==> src/rtl/iter_alu.sv <==
// iter_alu: multi-cycle unsigned add/sub/mul/div unit for the CPU control unit.
// Add, sub and divide-by-zero finish in one cycle. Mul (shift-add) and div
// (restoring) retire one bit per enabled cycle over REG_SIZE cycles.
// Optional build macro: ITER_ALU_FAST_MUL_EN selects a single-cycle multiplier
// and removes the MUL state and its iteration datapath.
// Handshake: a one-cycle alu_req is accepted only in IDLE with en=1; requests
// at other times are dropped. alu_done is high while the FSM is in DONE, and
// the result is consumed on the first enabled edge in that state.
module iter_alu #(
    parameter int REG_SIZE = 8
) (
    input  logic                clk,
    input  logic                rst,
    input  logic                en,
    input  logic [1:0]          alu_operation,
    input  logic [REG_SIZE-1:0] alu_op1,
    input  logic [REG_SIZE-1:0] alu_op2,
    input  logic                alu_req,
    output logic                alu_done,
    output logic [REG_SIZE-1:0] alu_res,
    output logic                alu_ovf,
    output logic                alu_busy
);
    localparam int W  = REG_SIZE;
    localparam int CW = $clog2(REG_SIZE);
    localparam logic [CW-1:0] LAST_ITER = CW'(REG_SIZE - 1);

`ifdef ITER_ALU_FAST_MUL_EN
    typedef enum logic [1:0] {S_IDLE = 2'd0, S_DIV = 2'd2, S_DONE = 2'd3} state_t;
`else
    typedef enum logic [1:0] {S_IDLE = 2'd0, S_MUL = 2'd1, S_DIV = 2'd2, S_DONE = 2'd3} state_t;
`endif

    state_t        state_q, state_d;
    logic [CW-1:0] cnt_q, cnt_d;
    logic [W-1:0]  dvd_q, dvd_d;   // dividend, shifted out MSB first; becomes quotient
    logic [W-1:0]  dvs_q, dvs_d;   // divisor
    logic [W-1:0]  rem_q, rem_d;   // partial remainder
    logic [W-1:0]  res_q, res_d;
    logic          ovf_q, ovf_d;

    logic [W:0]    add_sum;
    logic [W:0]    div_trial;
    logic [W-1:0]  div_diff;
    logic          div_ge;

`ifdef ITER_ALU_FAST_MUL_EN
    logic [2*W-1:0] mul_prod;
`else
    logic [W-1:0]   mcand_q, mcand_d;
    logic [2*W-1:0] acc_q, acc_d;  // high half: partial sum, low half: multiplier
    logic [W:0]     mul_sum;
    logic [2*W-1:0] mul_next;
`endif

    // Next-state, datapath and result computation
    always_comb begin
        state_d = state_q;
        cnt_d   = cnt_q;
        dvd_d   = dvd_q;
        dvs_d   = dvs_q;
        rem_d   = rem_q;
        res_d   = res_q;
        ovf_d   = ovf_q;

        add_sum   = {1'b0, alu_op1} + {1'b0, alu_op2};
        div_trial = {rem_q, dvd_q[W-1]};
        div_ge    = (div_trial >= {1'b0, dvs_q});
        // When div_ge holds the difference is below the divisor, so W bits suffice.
        div_diff  = div_trial[W-1:0] - dvs_q;

`ifdef ITER_ALU_FAST_MUL_EN
        mul_prod = {{W{1'b0}}, alu_op1} * {{W{1'b0}}, alu_op2};
`else
        mcand_d  = mcand_q;
        acc_d    = acc_q;
        mul_sum  = {1'b0, acc_q[2*W-1:W]} + (acc_q[0] ? {1'b0, mcand_q} : '0);
        mul_next = {mul_sum, acc_q[W-1:1]};
`endif

        case (state_q)
            S_IDLE: begin
                if (alu_req) begin
                    dvd_d = alu_op1;
                    dvs_d = alu_op2;
                    rem_d = '0;
                    cnt_d = '0;
                    case (alu_operation)
                        2'b00: begin
                            res_d   = add_sum[W-1:0];
                            ovf_d   = add_sum[W];
                            state_d = S_DONE;
                        end
                        2'b01: begin
                            res_d   = alu_op1 - alu_op2;
                            ovf_d   = (alu_op1 < alu_op2);
                            state_d = S_DONE;
                        end
                        2'b10: begin
`ifdef ITER_ALU_FAST_MUL_EN
                            res_d   = mul_prod[W-1:0];
                            ovf_d   = |mul_prod[2*W-1:W];
                            state_d = S_DONE;
`else
                            mcand_d = alu_op1;
                            acc_d   = {{W{1'b0}}, alu_op2};
                            state_d = S_MUL;
`endif
                        end
                        default: begin
                            if (alu_op2 == '0) begin
                                res_d   = '1;
                                ovf_d   = 1'b1;
                                state_d = S_DONE;
                            end else begin
                                state_d = S_DIV;
                            end
                        end
                    endcase
                end
            end
`ifndef ITER_ALU_FAST_MUL_EN
            S_MUL: begin
                acc_d = mul_next;
                cnt_d = cnt_q + 1'b1;
                if (cnt_q == LAST_ITER) begin
                    cnt_d   = '0;
                    res_d   = mul_next[W-1:0];
                    ovf_d   = |mul_next[2*W-1:W];
                    state_d = S_DONE;
                end
            end
`endif
            S_DIV: begin
                rem_d = div_ge ? div_diff : div_trial[W-1:0];
                dvd_d = {dvd_q[W-2:0], div_ge};
                cnt_d = cnt_q + 1'b1;
                if (cnt_q == LAST_ITER) begin
                    cnt_d   = '0;
                    res_d   = {dvd_q[W-2:0], div_ge};
                    ovf_d   = 1'b0;
                    state_d = S_DONE;
                end
            end
            S_DONE: begin
                state_d = S_IDLE;
            end
            default: begin
                state_d = S_IDLE;
            end
        endcase
    end

    // State and datapath registers; reset wins over the global enable
    always_ff @(posedge clk) begin
        if (rst) begin
            state_q <= S_IDLE;
            cnt_q   <= '0;
            dvd_q   <= '0;
            dvs_q   <= '0;
            rem_q   <= '0;
            res_q   <= '0;
            ovf_q   <= 1'b0;
`ifndef ITER_ALU_FAST_MUL_EN
            mcand_q <= '0;
            acc_q   <= '0;
`endif
        end else if (en) begin
            state_q <= state_d;
            cnt_q   <= cnt_d;
            dvd_q   <= dvd_d;
            dvs_q   <= dvs_d;
            rem_q   <= rem_d;
            res_q   <= res_d;
            ovf_q   <= ovf_d;
`ifndef ITER_ALU_FAST_MUL_EN
            mcand_q <= mcand_d;
            acc_q   <= acc_d;
`endif
        end
    end

    assign alu_done = (state_q == S_DONE);
    assign alu_busy = (state_q != S_IDLE);
    assign alu_res  = res_q;
    assign alu_ovf  = ovf_q;

endmodule

==> config.mk <==
export PLATFORM = sky130hd
export DESIGN_NAME = iter_alu
export DESIGN_NICKNAME = d
export VERILOG_FILES = /design/src/rtl/iter_alu.sv
export SDC_FILE = /design/constraint.sdc
export NUM_CORES = 1
export LEC_CHECK = 0
export ABC_AREA = 1
export CAP_MARGIN = 20
export CORE_ASPECT_RATIO = 0.6
export CORE_MARGIN = 1.5
export CORE_UTILIZATION = 52
export CTS_CLUSTER_SIZE = 28
export DETAILED_ROUTE_END_ITERATION = 16
export DONT_BUFFER_PORTS = 1
export PLACE_DENSITY = 0.7
export SETUP_SLACK_MARGIN = 0.2
export SYNTH_ARGS = -nofsm -noshare
export SYNTH_HDL_FRONTEND = slang
export SYNTH_SLANG_ARGS = --single-unit
==> constraint.sdc <==
create_clock -name clk -period 2.97 [get_ports clk]
set_input_delay 0.297 -clock clk [delete_from_list [all_inputs] [get_ports clk]]
set_output_delay 0.297 -clock clk [all_outputs]
set_load 0.02 [all_outputs]
==> run summary, run 1 <==
status: finished, final reports clean
setup_tns: 0 ns
RSZ-0062 raised after global routing: false
syn_area_per_cell: 6.466 um^2
Filler cells: 788
family with the most delay on the worst path: simple AND/OR/NAND/NOR gates
Comb pwr share: 42.5%
critical path type: flip-flop to flip-flop
Antenna Cells: 0
Post-Syn Area: 4462 um^2
routed via count: 4501
DR WL/cell: 15.89 um
global route hottest layer: met1
Yosys reg bits: 62
Tmin final: 2.366 ns
clock tree buffer depth: 2
synth cell count leaders: nand2_1 (192), inv_1 (88), dfxtp_1 (62), nor2_1 (57), nand3_1 (54)
# IOs: 33
Sink Count: 62
HPWL after DPL: 9919 um
Initial Utilization: 55.07%
H-tree depth: 3
Die ar.: 9163 um^2
Core Box Area: 8102 um^2
slowest stage delay, CP: 0.39 ns
dominant cells by area after synthesis: dfxtp_1 (28%), nand2_1 (16%), ha_1 (11%)
via/cell ratio: 5.655
Hold Path Class: input port to flip-flop
Starting DRT DRC Count: 577
slowest stage cell, crit path: dfxtp_1
WP data required: 3.22 ns
drt drc: 0
vias in the first global route: 3967
hold_buf cts: 0
power share of the sequential group: 28.7%
VDD IR max: 0.0005671 V
clock root cell: clkbuf_16
leakage power: 2.451 nW
CTS tree: built
die height: 74.75 um
pin count of the biggest net entering global routing: 37
top_reg_cell synth: dfxtp_1
Syn. warnings: 0
sw frac: 42.15%
Worst Tran Pin Value: 0.9254 ns
Die X: 122.6 um
post-synthesis mux area share: 0%
most numerous cell in the Yosys netlist: nand2_1
Post-Syn Instances: 690
top-area cell type share of the netlist area: 27.82%
Switching Power: 1.732 mW
TritonCTS buffer count: 9
I/O Buffers: 0
syn_nets: 756
met1 Use GR: 44.44%
postcts setup bufs: 0
Crit. End Element: flip-flop
area leader, netlist: dfxtp_1
post-synthesis compound-gate area fraction: 13.77%
CTS resizes: 0
ANT nets after route: 0
Slew Limit Headroom: 38.24%
Final Max Tran Viols: 0
Power Density: 845.5 nW/um^2
worst path cell trace: inv_1 > ha_1 > inv_2 > nand2_1 > nand2_1 > inv_2 > nor2_2 > nor2_2 > inv_2 > o21ai_0 > a21oi_1
global-route wire length before repair: 20210 um
fmax: 422.6 MHz
CP Launch Type: flip-flop
GRT Util Overall: 29.42%
Synth Area in Adders: 13.01%
Final Util: 59.98%
initial antenna violation count: 0
Placement Setup Slack: 0.6732 ns
RD Place Congestion: 0.9787
clock-pin transition on the worst setup and hold timing paths: 0.05 ns
Post-synth EDFFs: 0
drt total wl: 12650 um
setup violators final: 0
Clk network pwr share: 28.9%
GR Util met3: 10.45%
post-synthesis simple-gate area fraction: 32.67%
final worst setup slack: 0.6038 ns
CP arrival: 2.62 ns
internal power: 2.377 mW
area delta synth->final: 8.918%
sequential area share after synthesis: 27.82%
crit share post-route: 79.67%
first drt pass iteration count: 5
Max-Cap Viols: 0
aggregate global routing overflow: 0
Fin. Hold Viols: 0
synth unique cells: 33
layout cell share with drive strength beyond 1: 5.233%
Rows: 25
ys async rst share: 0%
Buf/Inv on CP: 4
Clk Latency, worst-skew pair: 0.33 ns
Layout Skew: 0.004226 ns
CP Max Fanout: 15
largest family of logic cells by synthesized area: simple AND/OR/NAND/NOR gates
M2 GR Usage: 39.17%
most frequent cell on the critical path: inv_2
Synth Area in XOR/XNOR: 2.356%
Final #Nets: 749
power by group through the flow:
stage / logic, mW / clock network [mW] / registers (mW)
finish: 1.74 / 1.19 / 1.18
global route: 1.93 / 1.24 / 1.19
CTS: 1.70 / 1.20 / 1.17
detailed placement: 1.68 / 0 / 1.19
global placement: 1.66 / 0 / 1.18
floorplan: 1.35 / 0 / 1.14
layer usage:
metal  wire, um  part of all wire, %
met3       1603                   13
met5          0                    0
met1       6252                   49
met2       4600                   36
met4        192                  1.5
cells in the final DEF (no fill, tap or decap), types with 2 or more instances in the layout:
cell type	Yosys	layout
nand3b_1	12	12
and2_1	2	2
o22ai_1	2	2
a21o_1	2	2
bufinv_16	0	3
a221oi_1	2	2
o21a_1	2	2
a31oi_1	15	15
ha_1	40	40
clkbuf_16	0	9
nor2_2	5	5
o21ai_1	8	8
inv_2	8	8
or2_0	2	2
xor2_1	7	7
clkinv_2	1	4
nand3_1	54	54
fa_1	4	4
dfxtp_1	62	62
inv_1	88	88
o21bai_1	2	2
nor2_1	57	57
a21oi_1	48	48
nand4_1	11	11
nand2_2	2	2
nand2_1	192	192
buf_4	2	3
o21ai_0	33	33
xnor2_1	5	5
through the flow:
step / instance area [um^2] / cells / power, mW / hold WS (ns)
after floorplan: 4462 / 690 / 2.484 / 0.4319
after global placement: 4522 / 780 / 2.838 / 0.3690
after detailed placement: 4522 / 780 / 2.866 / 0.3716
after CTS: 4860 / 796 / 4.073 / 0.02080
after global routing: 4860 / 796 / 4.370 / 0.02181
final: 4860 / 796 / 4.109 / 0.02635
sequential cells by signal, indices dropped and copies added, names as in the netlist:
register / cells
acc_q: 16
mcand_q: 8
cnt_q: 3
dvs_q: 8
alu_res: 8
rem_q: 8
dvd_q: 8
state_q: 2
alu_ovf: 1
layout make-up:
type / instances / area (um^2) / share of cell area (%)
multi-input cells: 510 / 2758 / 56.75
flip-flops and latches: 62 / 1241 / 25.54
inverters: 97 / 365.4 / 7.518
clock buffers: 9 / 225.2 / 4.634
well taps: 108 / 135.1 / 2.781
clock inverters: 7 / 112.6 / 2.317
repair buffers: 3 / 22.52 / 0.4634
final timing paths:
check	start	end	slack, ns	cells past startpoint
worst max-delay path	state_q[0]	dvd_q[0]	0.60	11
worst min-delay path	rst	alu_res[7]	0.03	1
worst max register to register	state_q[0]	dvd_q[0]	0.60	11
worst min register to register	acc_q[14]	acc_q[14]	0.47	2
cells by family (layout without fill, tap and decap cells):
group                    Yosys count  in the layout
buffers and inverters            118            116
AO/OA/AOI/OAI                    114            114
XOR/XNOR                          12             12
AND/OR/NAND/NOR                  340            340
flip-flops                        62             62
adder cells (fa/ha/maj)           44             44
(Power assumes the default switching activity.)
==> run 2, diff against run 1 <==
==> constraint.sdc (replaced) <==
create_clock -name clk -period 2.45 [get_ports clk]
set_input_delay 0.245 -clock clk [delete_from_list [all_inputs] [get_ports clk]]
set_output_delay 0.245 -clock clk [all_outputs]
set_load 0.02 [all_outputs]
==> run 2 against run 1 <==
Wire length increased by 4.4%. Final cell count rose by 0.63%. Critical path depth rose by 1. Sequential power is 21% higher. Clock power barely moved. Hold slack gained 0.036 ns. Largest cell class unchanged.
==> run summary, run 2 (synthesized netlist as in run 1, its figures left out) <==
status: finished, final reports clean
CP arrival: 2.33 ns (-0.29 ns)
CP Max Fanout: 13 (-2)
Final #Nets: 756 (+0.93%)
Final Max Tran Viols: 0 (unchanged)
clock-pin transition on the worst setup and hold timing paths: 0.05 ns (about the same)
setup violators final: 0 (unchanged)
Biggest register: acc_q
Slew Limit Headroom: 35.40% (-2.8 points)
top sig layer: met4
crit share post-route: 84.88% (+5.2 points)
ANT nets after route: 0 (unchanged)
Placement Setup Slack: 0.2540 ns (-0.4192 ns)
Layout Skew: 0.008705 ns (+0.004480 ns)
global-route wire length before repair: 20660 um (+2.2%)
VDD IR max: 0.0008508 V (+50%)
Clk Latency, worst-skew pair: 0.33 ns (about the same)
slowest stage cell, crit path: dfxtp_1
slowest stage delay, CP: 0.37 ns (-0.02 ns)
final worst setup slack: 0.3704 ns (-0.2334 ns)
most common cell after layout, fill and taps aside: nand2_1
layout cell share with drive strength beyond 1: 6.061% (+0.83 points)
Tot Pwr: 4.852 mW (+18%)
Hold Path Class: input port to flip-flop
Core Box Area: 8102 um^2 (unchanged)
RSZ-0062 raised after global routing: true
most frequent cells in the layout: nand2_1 (192), inv_1 (88), dfxtp_1 (60)
area delta synth->final: 9.170%
vias in the first global route: 4073 (+2.7%)
worst path cell trace: inv_1 > ha_1 > inv_2 > nand2_1 > nand2_1 > inv_2 > or2_4 > nor2_2 > nand2_2 > inv_6 > o21ai_1 > a21oi_1
family with the most delay on the worst path: simple AND/OR/NAND/NOR gates
first drt pass iteration count: 5 (unchanged)
postcts setup bufs: 0 (unchanged)
non-filler cells, final: 801 (+0.63%)
drt total wl: 13210 um (+4.4%)
Reg area: 1244 um^2 (+0.20%)
# IOs: 33 (unchanged)
Tmin final: 2.080 ns (-0.2866 ns)
Antenna Cells: 0 (unchanged)
Worst Tran Pin Value: 0.9658 ns (+0.04041 ns)
met3 WL: 1723 um (+7.5%)
aggregate global routing overflow: 0 (unchanged)
routed via count: 4526 (+0.56%)
Final Util: 60.12% (+0.14 points)
Initial Utilization: 55.07% (unchanged)
Die X: 122.6 um (unchanged)
Starting DRT DRC Count: 458 (-21%)
Max-Cap Viols: 0 (unchanged)
Buf/Inv on CP: 4 (unchanged)
initial antenna violation count: 0 (unchanged)
clock root cell: clkbuf_16
Fin. Hold Viols: 0 (unchanged)
DR WL/cell: 16.49 um (+3.8%)
pin count of the biggest net entering global routing: 37 (unchanged)
setup_tns: 0 ns (unchanged)
leakage power: 2.460 nW (+0.35%)
critical path type: flip-flop to flip-flop
CP Launch Type: flip-flop
GRT Util Overall: 30.20% (+0.78 points)
WP data required: 2.70 ns (-0.52 ns)
CTS tree: built
Inst Count DP: 785 (+0.64%)
drt drc: 0 (unchanged)
Filler cells: 791 (+0.38%)
area of the multi-input gates: 2768 um^2 (+0.36%)
Power Density: 996.1 nW/um^2 (+18%)
TritonCTS buffer count: 9 (unchanged)
Die ar.: 9163 um^2 (unchanged)
HPWL after DPL: 10250 um (+3.3%)
die height: 74.75 um (unchanged)
DRT met1 WL: 6541 um (+4.6%)
Rows: 25 (unchanged)
met2 routed WL: 4818 um (+4.7%)
Crit. End Element: flip-flop
Sink Count: 62 (unchanged)
I/O Buffers: 0 (unchanged)
fmax: 480.9 MHz (+14%)
via/cell ratio: 5.650 (about the same)
Largest register FFs: 16 (unchanged)
H-tree depth: 3 (unchanged)
clock tree buffer depth: 2 (unchanged)
RD Place Congestion: 0.9715 (-0.74%)
## run 2: cell types whose count changed in the layout (fill, tap and decap cells not counted), sizes merged
cell         delta
clkinvlp        -1
clkbuf          +4
bufinv          -3
dlygate4sd3     +2
clkinv          -3
buf             +5
inv             +1
## run 2: what timing repair did
item,4_1_cts,5_1_grt
setup endpoints to repair,0,26
hold endpoints to repair,21,1
hold buffers,1,1
gates resized for setup,0,8
## run 2: area by class of cell
class                           count  share of cell area [%]
Inverter                           97                   7.578
Tap cell                          108                   2.774
Timing Repair Buffer               10                   1.644
Clock buffer                       13                   5.548
Clock inverter                      1                  0.1027
Sequential cell                    62                   25.53
Multi-Input combinational cell    510                   56.82
## run 2: worst paths after layout
check / cells past startpoint / slack [ns] / startpoint / to
setup / recovery: 12 / 0.37 / state_q[1] / alu_ovf
hold / removal: 2 / 0.06 / alu_op2[0] / dvs_q[0]
setup reg to reg: 12 / 0.37 / state_q[1] / alu_ovf
hold reg to reg: 2 / 0.47 / cnt_q[2] / cnt_q[2]
## run 2: stage by stage
step / instance area [um^2] / hold WS, ns
after CTS: 4845 / 0.002583
after global routing: 4871 / 0.06234
after global placement: 4559 / 0.3224
after detailed placement: 4559 / 0.3212
after floorplan: 4462 / 0.3799
final: 4871 / 0.06269
## run 2: where the power goes
part	internal, mW	leakage, nW	switching, mW
registers	1.21	0.506	0.219
clock network	0.753	0.138	0.422
logic	0.770	1.82	1.48
## run 2: routing by layer
metal  GRT usage [%]  vias up
li1                -     2232
met1           44.67     2068
met2           40.35      212
met3           12.65       14
met4           6.331        0
met5               0        -
